**config.mk**
```make
export PLATFORM = sky130hd
export DESIGN_NAME = branch_sequencer
export DESIGN_NICKNAME = d
export VERILOG_FILES = /design/src/rtl/branch_sequencer.sv
export SDC_FILE = /design/constraint.sdc
export NUM_CORES = 1
export LEC_CHECK = 0
export CORE_ASPECT_RATIO = 1.4
export CORE_UTILIZATION = 46
export DETAILED_ROUTE_END_ITERATION = 10
export PLACE_DENSITY = 0.81
export SETUP_SLACK_MARGIN = 0.3
export SLEW_MARGIN = 0
export SYNTH_ARGS = -nofsm -noshare
export SYNTH_HDL_FRONTEND = slang
export SYNTH_SLANG_ARGS = --single-unit
```
**constraint.sdc**
```tcl
create_clock -name clk -period 1.8 [get_ports clk]
set_input_delay 0.18 -clock clk [delete_from_list [all_inputs] [get_ports clk]]
set_output_delay 0.18 -clock clk [all_outputs]
set_load 0.02 [all_outputs]
```
**src/rtl/branch_sequencer.sv**
```systemverilog
// rtl/branch_sequencer.sv - multi-cycle branch controller between decode and fetch
// Owns the fetch PC, carry flag, redirect/flush sequencing and link write strobe.
module branch_sequencer #(
  parameter int unsigned              ADDR_W       = 32,
  parameter logic [ADDR_W-1:0]        RESET_PC     = '0,
  parameter int unsigned              PC_INC       = 4,
  parameter int unsigned              FLUSH_CYCLES = 2
) (
  input  logic              clk,
  input  logic              rst_n,
  input  logic              br_valid,
  output logic              br_ready,
  input  logic [2:0]        br_cond,
  input  logic [ADDR_W-1:0] br_target,
  input  logic [ADDR_W-1:0] br_pc,
  input  logic              br_link,
  input  logic [31:0]       alu_result,
  input  logic              alu_valid,
  input  logic              carry_we,
  input  logic              alu_carry,
  input  logic              pc_advance,
  output logic [ADDR_W-1:0] pc,
  output logic              stall,
  output logic              flush,
  output logic              redirect,
  output logic              link_we,
  output logic [ADDR_W-1:0] link_addr,
  output logic              resolve_valid,
  output logic              resolve_taken,
  output logic              carry_q
);

  localparam int CW = (FLUSH_CYCLES > 1) ? $clog2(FLUSH_CYCLES) : 1;
  localparam logic [ADDR_W-1:0] PC_STEP = ADDR_W'(PC_INC);

  typedef enum logic [1:0] {S_IDLE, S_EVAL, S_REDIRECT, S_FLUSH} state_t;

  state_t            r_state;
  logic [2:0]        r_cond;
  logic [ADDR_W-1:0] r_target;
  logic [ADDR_W-1:0] r_pc;
  logic [ADDR_W-1:0] r_link_addr;
  logic              r_link;
  logic              r_carry;
  logic              r_resolve_nt;
  logic [CW-1:0]     r_cnt;
  logic              w_taken;

  // Condition uses the carry flag as it stood before this edge.
  always_comb begin
    w_taken = 1'b0;
    case (r_cond)
      3'b010:  w_taken = alu_result[31];
      3'b011:  w_taken = (alu_result == 32'd0);
      3'b100:  w_taken = (alu_result != 32'd0);
      3'b101:  w_taken = r_carry;
      3'b110:  w_taken = ~r_carry;
      default: w_taken = 1'b0;
    endcase
  end

  always_ff @(posedge clk or negedge rst_n) begin
    if (!rst_n) begin
      r_state      <= S_IDLE;
      r_cond       <= 3'b000;
      r_target     <= '0;
      r_pc         <= RESET_PC;
      r_link_addr  <= '0;
      r_link       <= 1'b0;
      r_carry      <= 1'b0;
      r_resolve_nt <= 1'b0;
      r_cnt        <= '0;
    end else begin
      r_resolve_nt <= 1'b0;
      if (carry_we) r_carry <= alu_carry;
      case (r_state)
        S_IDLE: begin
          if (pc_advance) r_pc <= r_pc + PC_STEP;
          if (br_valid) begin
            r_cond      <= br_cond;
            r_target    <= br_target & ~ADDR_W'(3);
            r_link      <= br_link;
            r_link_addr <= br_pc + PC_STEP;
            case (br_cond)
              3'b000, 3'b111: r_resolve_nt <= 1'b1;
              3'b001:         r_state      <= S_REDIRECT;
              default:        r_state      <= S_EVAL;
            endcase
          end
        end
        S_EVAL: begin
          if (alu_valid) begin
            if (w_taken) begin
              r_state <= S_REDIRECT;
            end else begin
              r_state      <= S_IDLE;
              r_resolve_nt <= 1'b1;
            end
          end
        end
        S_REDIRECT: begin
          r_pc <= r_target;
          if (FLUSH_CYCLES > 1) begin
            r_state <= S_FLUSH;
            r_cnt   <= CW'(FLUSH_CYCLES - 2);
          end else begin
            r_state <= S_IDLE;
          end
        end
        S_FLUSH: begin
          if (r_cnt == '0) r_state <= S_IDLE;
          else             r_cnt   <= r_cnt - 1'b1;
        end
        default: r_state <= S_IDLE;
      endcase
    end
  end

  assign br_ready      = (r_state == S_IDLE);
  assign stall         = (r_state != S_IDLE);
  assign redirect      = (r_state == S_REDIRECT);
  assign flush         = (r_state == S_REDIRECT) || (r_state == S_FLUSH);
  assign resolve_valid = r_resolve_nt || (r_state == S_REDIRECT);
  assign resolve_taken = (r_state == S_REDIRECT);
  assign link_we       = (r_state == S_REDIRECT) && r_link;
  assign link_addr     = r_link_addr;
  assign pc            = r_pc;
  assign carry_q       = r_carry;

endmodule
```
# ---- Yosys cells after proc, flatten, opt, wreduce, memory -nomap -nowiden
# Cells that the tools add are included.
dict set report totals {
  reg_bits 103
  inputBits 107
  out_inout_bits 72
  wordCells 58
}
dict set report classes {
  n_addsub 3
  eq_ne 15
  mux 16
  bitwise 1
  n_reduce_logical 14
}
# operator count
set ops {}
lappend ops {{$add 32x3->32 const B} 2}
lappend ops {{$pmux 32 s2} 1}
lappend ops {{$logic_not 32->1} 1}
lappend ops {{$mux 32} 1}
lappend ops {{$reduce_bool 32->1} 1}
lappend ops {{$eq 3x3->1 const B} 4}
lappend ops {{$mux 2} 4}
lappend ops {{$ne 2x2->1 const B} 4}
lappend ops {{$pmux 2 s4} 1}
lappend ops {{$eq 3x2->1 const B} 2}
lappend ops {{$reduce_bool 2->1} 3}
lappend ops {{$mux 1} 5}
lappend ops {{$pmux 1 s5} 1}
lappend ops {{$eq 2x2->1 const B} 2}
lappend ops {{$pmux 1 s2} 2}
lappend ops {{$pmux 2 s2} 1}
lappend ops {{$reduce_and 2->1} 2}
lappend ops {{$reduce_and 4->1} 1}
lappend ops {{$eq 3x1->1 const B} 1}
lappend ops {{$logic_not 3->1} 1}
lappend ops {{$eq 2x1->1 const B} 1}
lappend ops {{$logic_not 2->1} 1}
lappend ops {{$logic_or 1x1->1} 2}
lappend ops {{$ne 2x1->1 const B} 1}
lappend ops {{4 further kinds} 4}

# ---- Longest topological paths before layout
dict set report logic_depth {
  ltp_word 5
  mapped_depth 7
  ltp_nobuf 6
}

# ---- Worst setup path after synthesis
# OpenSTA, ideal clock, no wires.
dict set report synth_path {
  path_type {register to register}
  from {register r_pc[9] (netlist: pc[9])}
  to {register r_pc[29] (netlist: pc[29])}
  setup_time_ns 0.129
  arrival_ns 1.670
  required_time_ns 1.671
  setup_slack_ns 0.001
  stages_incl_launch_ff 6
  n_path_buf 0
  period_less_slack_ns 1.799
  path_cell_list {dfrtp_1 -> nand3_1 -> or4_1 -> nor4_4 -> xnor2_1 -> o21ai_2}
}
dict set report synth_between {
  elab_chain_len 3
}
# element line_no
set synth_rtl {}
lappend synth_rtl {{start: declaration} 41} ;# logic [ADDR_W-1:0] r_pc;
lappend synth_rtl {{start signal: assignment} 78} ;# if (pc_advance) r_pc <= r_pc + PC_STEP;
lappend synth_rtl {{start signal: assignment} 102} ;# r_pc <= r_target;
lappend synth_rtl {{$add 32x3->32} 78}
lappend synth_rtl {{$mux 32} 78}
lappend synth_rtl {{$pmux 32 s2} 76} ;# case (r_state)
# Every way passes these cells. The select of a mux whose other input is x is not followed.
# A chain may end at the register's enable or synchronous reset.

# ---- Worst setup path after layout
# Ends and elaborated chain as after synthesis.

==> impl_metrics.ini <==
[drt]
first_iter_violations = 330
viasPerCell = 5.986
wl_per_cell_um = 22.71
drc = 0
vias = 5687
ant_nets = 0
first_pass_iters = 5
finalWirelength_um = 21580

[power]
power_density_nw_per_um2 = 1491
finalPower_mw = 13.80
p_leak_nw = 4.237
vdd_ir_drop_max_mv = 0.7233

[sta]
fin_setup_tns_ps = 0
tightest_slew_ps = 624.5
max_freq_ghz = 0.5634
drv_slew = 0
setup_viol = 0
rsz0062_at_grt = yes
period_needed_ps = 1775
slew_headroom_pct = 58.24
hold_ws_ps = 238.0
fin_ws_ps = 24.96
finalClockSkew_ps = 9.935
finalHoldViolCount = 0
fin_crit_sh_pct = 98.61

[clock_tree]
cts.sinks = 100
htree_levels = 3
clk_latency_ps = 360
clkTransAtPathRegs_ps = 80
cts_tree = built
clockRootBuffer = clkbuf_16
numCtsBuffers = 9
ctsLongestPathBuffers = 2

[worst_setup_path]
critPathArrivalTime_ps = 2010
cp_slowest_cell = or4_4
path_cells = nand3_4 > or4_4 > nor4_4 > xnor2_1 > o21ai_2
endpoint_kind = flop
start_kind = flop
critPathMaxFanout = 5
slowest_delay_ps = 610
critPathKind = reg2reg
critPathRequiredTime_ps = 2040

[global_route]
grt.overflow.total = 0
antenna_found_initial = 0
grt_usage_pct = 29.87
grt_pass1_vias = 5383
grt_first_pass_wirelength_um = 26740
grt_max_degree = 42

[yosys]
yosysWarnings = 0
syn_area_um2 = 5095
synth_cells = 500
synth_top_area_share_pct = 49.12
synth-edff-count = 0
synth_cell_types = 57
synth_area_per_cell_um2 = 10.19
synthFlopType = dfrtp_1
synth_area_leader_cell = dfrtp_1
netlist_top_cells_area = dfrtp_1 49%, mux2_2 8.4%, xor2_1 5.3%, nand2_1 4.9%, o21ai_0 4.9%
synth-seq-cells = 100
synth_seq_area_share_pct = 49.12
async_flop_share_pct = 100.0

[outcome]
status = finished clean

[cells_and_area]
fill_cells = 528
final_cell_mix = 95 x clkdlybuf4s50_1, 92 x buf_4, 82 x dfrtp_1
area_growth_pct = 81.66
diodes = 0
fin_nets = 913
drive_above_1_share_pct = 39.18
final_common_cell = clkdlybuf4s50_1

[placement]
gp_congestion = 0.8535
io_buffers = 174
dp_hpwl_um = 11190
place_ws_ps = -236.4

[floorplan]
die-width_um = 90.95
start_util_pct = 47.13
die_h_um = 126.5
placementRows = 45
ios = 179
die_area_um2 = 11510
design.core.area_um2 = 10810

[hold_path]
hold_class = in2reg

[flow_run]
maxCapViolCount = 0
-- cell type report --
cell class | instances | area (um^2) | share of cell area, %
timing repair buffer | 313 | 3159 | 34.14
multi-input combinational | 369 | 3028 | 32.72
sequential | 100 | 2525 | 27.28
clock buffer | 10 | 229.0 | 2.474
tap | 141 | 176.4 | 1.906
clock inverter | 6 | 88.84 | 0.9598
inverter | 11 | 48.80 | 0.5272
-- where the power goes --
part / switching, mW / leakage (nW) / internal (mW)
Sequential: 0.999 / 1.19 / 3.37
Clock: 0.922 / 0.149 / 1.22
Combinational: 3.71 / 2.90 / 3.58
Total: 5.63 / 4.24 / 8.17
-- critical path: cells and delay by family, from the launching register on --
family / cells / cell delay, ps
and+or+nand+nor: 3 / 950
DFF: 1 / 440
xor gates and xnor gates: 1 / 180
AOI/OAI and AO/OA: 1 / 90
-- cell usage after synthesis (all sizes together), types with 12 or more instances --
library cell / instances
mux2: 38
nor2: 20
clkbuf: 12
o21ai: 58
nand2: 67
xor2: 31
dfrtp: 100
nand3: 20
nor4: 14
nand4: 19
xnor2: 19
-- per-stage QoR --
| step | instance area (um^2) | instances | util [%] |
|---|---|---|---|
| finish | 9255 | 950 | 85.61 |
| global route | 9255 | 950 | 85.61 |
| CTS | 8228 | 903 | 76.11 |
| detailed placement | 7495 | 854 | 69.33 |
| global placement | 7495 | 854 | 69.33 |
| floorplan | 5176 | 501 | - |
-- worst paths after layout --
check,start,slack [ps],endpoint,depth (start not counted)
worst max-delay path,pc[9],20,pc[29],5
worst min register to register,link_addr[10],490,link_addr[10],2
worst max register to register,pc[9],20,pc[29],5
worst min-delay path,br_pc[11],240,link_addr[11],3
min in group asynchronous,rst_n,270,r_target[9],2
max in group asynchronous,rst_n,900,pc[19],3
-- flip-flops by register name (all words and copies together), names as in the netlist --
name / flops
link_addr: 32
r_link: 1
carry_q: 1
r_target: 30
r_cond: 3
r_state: 2
r_resolve_nt: 1
pc: 30
-- timing repair --
item	CTS	global route
endpoints found under the hold margin	23	0
resized for setup	125	166
setup buffers	29	36
pin swaps	32	66
cloned	3	11
hold buffers	1	0
setup endpoints to repair	134	108
-- metal layers --
metal	wire length, um	part of all wire [%]	track usage (%)
met2	11430	53	55.12
met4	1226	5.7	16.53
met1	7298	34	31.07
met3	1626	7.5	6.715
met5	0	0	0
-- cell families after synthesis --
family,synth area share [%]
buffers and inverters,2.971
XOR/XNOR,8.595
AND/OR/NAND/NOR,20.33
adder cells (fa/ha/maj),0.4911
other,0.07360
multiplexers,8.399
flip-flops,49.12
AO/OA/AOI/OAI,10.02
(Power assumes the default switching activity.)
